`src/rtl/fetch_pkg.sv`:
```
// Shared types and constants for the instruction fetch stage.
//   fetch_state_t : fetch FSM encoding (RUN / HALT / FAULT)
//   NOP, EBREAK   : instruction encodings the fetch stage recognises
//   DEF_RESET_PC  : default first fetch address after reset
package fetch_pkg;

  typedef enum logic [1:0] {
    RUN   = 2'd0,
    HALT  = 2'd1,
    FAULT = 2'd2
  } fetch_state_t;

  localparam logic [31:0] NOP          = 32'h0000_0013;
  localparam logic [31:0] EBREAK       = 32'h0010_0073;
  localparam logic [31:0] DEF_RESET_PC = 32'h0000_0000;

endpackage

```
`src/rtl/if_id_reg.sv`:
```
// IF/ID pipeline register.
// Ports:
//   clock, nreset   : clock, async active-low reset (clears to NOP/invalid)
//   load            : capture d_instr/d_pc, mark valid
//   flush           : invalidate and force NOP, keep pc (wins over load)
//   clear           : drop valid only (pending instr consumed, nothing new)
//   d_instr, d_pc   : incoming instruction and its byte PC
//   valid, instr, pc: registered outputs to decode
module if_id_reg #(
  parameter int XLEN = 32,
  parameter int ILEN = 32
) (
  input  logic            clock,
  input  logic            nreset,
  input  logic            load,
  input  logic            flush,
  input  logic            clear,
  input  logic [ILEN-1:0] d_instr,
  input  logic [XLEN-1:0] d_pc,
  output logic            valid,
  output logic [ILEN-1:0] instr,
  output logic [XLEN-1:0] pc
);
  import fetch_pkg::*;

  always_ff @(posedge clock or negedge nreset) begin
    if (!nreset) begin
      valid <= 1'b0;
      instr <= ILEN'(NOP);
      pc    <= '0;
    end else if (flush) begin
      valid <= 1'b0;
      instr <= ILEN'(NOP);
    end else if (load) begin
      valid <= 1'b1;
      instr <= d_instr;
      pc    <= d_pc;
    end else if (clear) begin
      valid <= 1'b0;
    end
  end

endmodule

```
`src/rtl/ifetch.sv`:
```
// Instruction fetch stage: PC register, next-PC selection and RUN/HALT/FAULT
// control, feeding an IF/ID register with a valid/ready handshake to decode.
// Ports:
//   clock, nreset          : clock, async active-low reset
//   imem_addr  (out)       : word address into combinational imem (pc[ALEN+1:2])
//   imem_instr (in)        : instruction at imem_addr, same cycle
//   redirect, redirect_pc  : taken branch/jump from execute and its byte target
//   id_ready   (in)        : decode accepts IF/ID contents this cycle
//   id_valid/id_instr/id_pc: IF/ID register contents
//   halted                 : fetch stopped on ebreak
//   fetch_fault            : sticky misaligned-redirect fault
module ifetch
  import fetch_pkg::*;
#(
  parameter int              ALEN     = 6,
  parameter int              XLEN     = 32,
  parameter int              ILEN     = 32,
  parameter logic [XLEN-1:0] RESET_PC = XLEN'(DEF_RESET_PC)
) (
  input  logic            clock,
  input  logic            nreset,
  output logic [ALEN-1:0] imem_addr,
  input  logic [ILEN-1:0] imem_instr,
  input  logic            redirect,
  input  logic [XLEN-1:0] redirect_pc,
  input  logic            id_ready,
  output logic            id_valid,
  output logic [ILEN-1:0] id_instr,
  output logic [XLEN-1:0] id_pc,
  output logic            halted,
  output logic            fetch_fault
);

  fetch_state_t    state;
  logic [XLEN-1:0] pc;
  logic            load;
  logic            flush;
  logic            clear;

  // Address comes straight from the PC register: no path from redirect or
  // id_ready. Upper PC bits simply alias onto the 64-word memory.
  assign imem_addr = pc[ALEN+1:2];

  // redirect outranks load; in FAULT it is ignored entirely.
  assign load  = (state == RUN) && (!id_valid || id_ready) && !redirect;
  assign flush = redirect && (state != FAULT);
  // Outside RUN nothing refills the register, so a consumed entry just drops.
  assign clear = (state != RUN) && id_ready;

  always_ff @(posedge clock or negedge nreset) begin
    if (!nreset) begin
      pc          <= RESET_PC;
      state       <= RUN;
      halted      <= 1'b0;
      fetch_fault <= 1'b0;
    end else begin
      case (state)
        RUN, HALT: begin
          if (redirect) begin
            halted <= 1'b0;
            if (redirect_pc[1:0] == 2'b00) begin
              pc    <= redirect_pc;
              state <= RUN;
            end else begin
              state       <= FAULT;
              fetch_fault <= 1'b1;
            end
          end else if (load) begin
            pc <= pc + XLEN'(4);
            // ebreak is issued to decode, then fetch stops.
            if (imem_instr == ILEN'(EBREAK)) begin
              state  <= HALT;
              halted <= 1'b1;
            end
          end
        end
        default: begin
          // FAULT: sticky until reset.
          state       <= FAULT;
          fetch_fault <= 1'b1;
          halted      <= 1'b0;
        end
      endcase
    end
  end

  if_id_reg #(
    .XLEN (XLEN),
    .ILEN (ILEN)
  ) u_if_id (
    .clock   (clock),
    .nreset  (nreset),
    .load    (load),
    .flush   (flush),
    .clear   (clear),
    .d_instr (imem_instr),
    .d_pc    (pc),
    .valid   (id_valid),
    .instr   (id_instr),
    .pc      (id_pc)
  );

endmodule

```
`config.mk`:
```
export PLATFORM = sky130hd
export DESIGN_NAME = ifetch
export DESIGN_NICKNAME = d
export VERILOG_FILES = /design/src/rtl/fetch_pkg.sv /design/src/rtl/if_id_reg.sv /design/src/rtl/ifetch.sv
export SDC_FILE = /design/constraint.sdc
export NUM_CORES = 1
export LEC_CHECK = 0
export CORE_ASPECT_RATIO = 1.2
export CORE_MARGIN = 2
export CORE_UTILIZATION = 50
export DETAILED_ROUTE_END_ITERATION = 16
export GPL_TIMING_DRIVEN = 0
export PLACE_DENSITY_LB_ADDON = 0.15
export SLEW_MARGIN = 30
export SYNTH_ARGS = -nofsm -noshare
export SYNTH_HDL_FRONTEND = slang
export SYNTH_SLANG_ARGS = --single-unit
```
`constraint.sdc`:
```
create_clock -name clock -period 3 [get_ports clock]
set_clock_uncertainty 0.05 [all_clocks]
set_input_delay 0.6 -clock clock [delete_from_list [all_inputs] [get_ports clock]]
set_output_delay 0.6 -clock clock [all_outputs]
set_load 0.05 [all_outputs]
```
Word level (Yosys, flattened, before mapping)
Cells that the tools add are included.

Flip-flop bits (word level): 101. Input bits: 68.

Add/sub/neg operators: 1. Equality and inequality tests: 8. Mux-type cells: 20. Bitwise gates (word level): 1. Reduce and logical (&&, ||, !) cells: 18.

Operator list (count): 32-bit 2-to-1 mux (5); 32-bit by 3-bit adder with 32-bit output (second input constant) (1); 32-bit by 21-bit equality test with 1-bit output (second input constant) (1); 1-bit 2-to-1 mux (10); 2-bit 2-to-1 mux (5); 2-bit inequality test (second input constant) (3); 3-bit inequality test (second input constant) (2); 2-bit AND reduction (3); 2-bit nonzero test (3); 1-bit logical AND (4); 2-bit zero test (2); 3-bit AND reduction (1); 3-bit nonzero test (1); 2-bit by 1-bit equality test with 1-bit output (second input constant) (1); 1-bit zero test (2); 2-bit by 1-bit inequality test with 1-bit output (second input constant) (1); 2-bit OR reduction (1); 1-bit logical OR (1); 1-bit NOT (1).

Depth between registers and ports, before layout
Depth in word-level cells: 7. Mapped depth: 8. Depth with buffers taken out: 6.

Modules after synthesis
From an unflattened synthesis, not the netlist that was laid out.

Cell total of the unflattened synthesis: 455. Area total of the unflattened synthesis: 4997.3 sq um.

By module, submodules not included: if_id_reg (times used 1, cells an instance 177, area each 2666.3 sq um, seq. area each 1630.3 sq um); ifetch (times used 1, cells an instance 278, area each 2331.0 sq um, seq. area each 875.8 sq um).

Worst setup path before layout
No wires, ideal clock.

Path type: input port to flip-flop. Start point: input port redirect_pc[1]. End point: register pc[23]. Arrival: 1805 ps. Required time: 2815 ps. Setup slack: 1010 ps. Stages on the path: 6. Path buffers: 1. Path through: or2_1 a21oi_1 o21ai_2 buf_2 o21ai_0 o21ai_0.

Word-level cells in the longest chain between the ends: 3.

RTL lines: start: declaration (RTL line ifetch.sv:25) `input logic [XLEN-1:0] redirect_pc,`; 2-bit zero test (RTL line ifetch.sv:61) `if (redirect_pc[1:0] == 2'b00) begin`; 2-bit by 1-bit inequality test with 1-bit output (no line); 3-bit AND reduction (no line); end signal: assignment (RTL line ifetch.sv:62) `pc <= redirect_pc;`; end signal: assignment (RTL line ifetch.sv:69) `pc <= pc + XLEN'(4);`; end: declaration (RTL line ifetch.sv:35) `logic [XLEN-1:0] pc;`.

Every way passes these cells. A chain may end at the register's enable or synchronous reset.

Worst setup path after layout
Start point: input port id_ready. End point: register pc[23].

Word-level cells in the longest chain between the ends: 5.

RTL lines: start: declaration (RTL line ifetch.sv:26) `input logic id_ready,`; 1-bit logical OR (RTL line ifetch.sv:45) `assign load = (state == RUN) && (!id_valid || id_ready) && !redirect;`; 1-bit logical AND (2 in series) (RTL line ifetch.sv:45); 2-bit nonzero test (no line); 3-bit AND reduction (no line).

Every way passes these cells.

==> reports/qor.yml <==
pre_cts_ws_ps: 85.14
crit_buf_inv: 2
drt-vias-per-instance: 5.746
cts_tree: "built"
antenna_found_initial: 0
drv_slew: 0
drive_above_1_share_pct: 6.867
fin_cells: 819
yosysUniqueCellTypes: 54
vias: 4706
die_area_mm2: 0.01027
ys_ff_latch: 100
fp.dieW_um: 92.83
synth-seq-area-share_pct: 52.93
numPlacedInstances: 803
cts_buffer_depth: 2
crit_required_ps: 3180
p_leak_nw: 2.917
grt-ovfl-total: 0
fin_crit_ps: 2601
synth_nets: 612
clockRootBuffer: "clkbuf_8"
hold_slack_ps: 120.7
worst_slew_pin_slew_ps: 895.8
wl_mm: 14.20
final_cell_mix: "nand2_1 (174), clkdlybuf4s50_1 (138), dfrtp_1 (97), nand3_1 (45), o21ai_0 (29)"
grt_max_degree: 57
avgSynthCellArea_um2: 8.719
yosys_warnings: 0
first_global_vias: 4638
power_density_mw_per_mm2: 596.4
maxCapViolations: 0
cts_setup_buffers: 0
cts_made_buffers: 9
hpwl_mm: 10.38
fin_area_mm2: 0.006506
max_stage_delay_ps: 510
syn_to_final_growth_pct: 37.42
grt_pass1_wl_mm: 22.73
grt_usage_pct: 28.01
nFillCells: 737
multiInputGateArea_mm2: 0.002004
io_buffers: 139
seq_area_mm2: 0.002506
coreArea_mm2: 0.009129
async_flop_share_pct: 100.0
finalSetupViolCount: 0
place_congestion: 0.9293
ctsResizeCount: 0
start_kind: "primary input"
synthFlopType: "dfrtp_1"
fin_crit_sh_pct: 86.69
path_class: "in2reg"
clock_latency_ps: 370
fmax_mhz: 384.5
cts_hold_buf: 0
setup_slack_ps: 399.3
drtPass1Iterations: 5
dpl-instance-area_mm2: 0.006305
rsz0062_at_grt: "false"
fp.dieH_um: 110.6
routedWlPerCell_um: 17.34
drc: 0
num_io_pins: 141
finalSetupTns_ps: 0
initial_core_util_pct: 51.86
cp_top_family: "buffers and inverters"
cp_max_fo: 10
diodes: 0
critPathSlowestCell: "clkbuf_1"
hold_violations: 0
irDropWorstVdd_v: 0.0003466
endpoint_kind: "flip-flop"
synth_edf_count: 0
nets: 763
path_clk_slew_ps: 100
worst-r2r-setup-slack_ps: 640
final_common_cell: "nand2_1"
rows: 38
ant_nets: 0
synthCells: 543
drt_iter0_drc: 394
timing.slew.headroom_pct: 39.82
h-tree-depth: 3
hp-class: "in2async"
clock-sinks: 100
netlist_area_mm2: 0.004735
crit_arrival_ps: 2780
crit_chain: "clkdlybuf4s50_1 > nor2b_1 > nor2_2 > o21ai_2 > clkbuf_1 > o21ai_0"
status: "finished, final reports clean"
[path summary, 6_finish.rpt]
path | startpoint | endpoint | depth (start not counted)
worst max-delay path | id_ready | pc[23] | 6
worst min-delay path | nreset | u_if_id.pc[2] | 1
worst max register to register | u_if_id.valid | pc[23] | 5
worst min register to register | fetch_fault | fetch_fault | 1
max in group asynchronous | nreset | u_if_id.instr[4] | 2
min in group clock | fetch_fault | fetch_fault | 1
[cells in the mapped netlist, drive strengths merged, types with 2 or more instances]
library cell    n  share of area, %
and3            3              0.40
nor2           20               1.6
a2bb2oi         3              0.56
o211ai          2              0.32
o31ai           2              0.42
o21a            2              0.32
dfrtp          97                51
inv             8              0.63
o22ai           7              0.92
and4            2              0.37
nor3b           2              0.32
a32oi           2              0.37
clkbuf         11              0.87
nand3          45               4.8
o22a            3              0.56
a21o            3              0.48
buf            27               3.2
mux2i           7               1.5
nor4            9               1.2
nand2b          2              0.26
nor3           10               1.3
o21ai          30               3.3
nand4          11               1.8
a21oi          28               3.0
or2             2              0.26
a31oi           3              0.40
or3             3              0.40
a22oi           2              0.32
nor4b           4              0.74
nor2b           4              0.53
dfstp           3               1.7
nand2         174                14
[power breakdown]
part	internal (mW)	switching [mW]	total [mW]	leakage (nW)
sequential	1.54	0.157	1.70	1.26
clock	0.412	0.479	0.891	0.0999
combinational	0.465	0.824	1.29	1.56
total	2.42	1.46	3.88	2.92
[flip-flops by register name (all words and copies together) (netlist names)]
register       flops
fetch_fault        1
halted             1
pc                32
state              1
u_if_id.instr     32
u_if_id.pc        32
u_if_id.valid      1
[routing by layer]
metal / share of wire (%) / global-route usage, % / vias to the layer above
li1: - / - / 2166
met1: 39 / 34.98 / 2245
met2: 49 / 46.04 / 259
met3: 9.5 / 7.640 / 36
met4: 2.5 / 10.88 / 0
met5: 0 / 0 / -
[through the flow]
step                utilization, %  total power [mW]
CTS                          71.27             3.888
global placement             68.75             2.984
floorplan                        -             2.481
global route                 71.27             4.036
detailed placement           69.07             3.015
finish                       71.27             3.881
[layout make-up]
class | count | share of cell area, %
inverter | 8 | 0.4615
sequential | 100 | 38.52
clock inverter | 5 | 0.9231
tap | 120 | 2.308
buffer | 38 | 2.981
timing repair buffer | 140 | 21.83
clock buffer | 11 | 2.173
multi-input combinational | 397 | 30.81
[logic make-up (layout without fill, tap and decap cells)]
group	Yosys count	in the layout	share of synthesized area [%]
adder cells (fa/ha/maj)	1	1	0.2642
flip-flops	100	100	52.93
multiplexers	7	7	1.480
AO/OA/AOI/OAI	96	96	12.58
AND/OR/NAND/NOR	292	292	27.83
XOR/XNOR	1	1	0.1850
buffers and inverters	46	202	4.731
No activity file was read; power rests on OpenSTA's default activity.
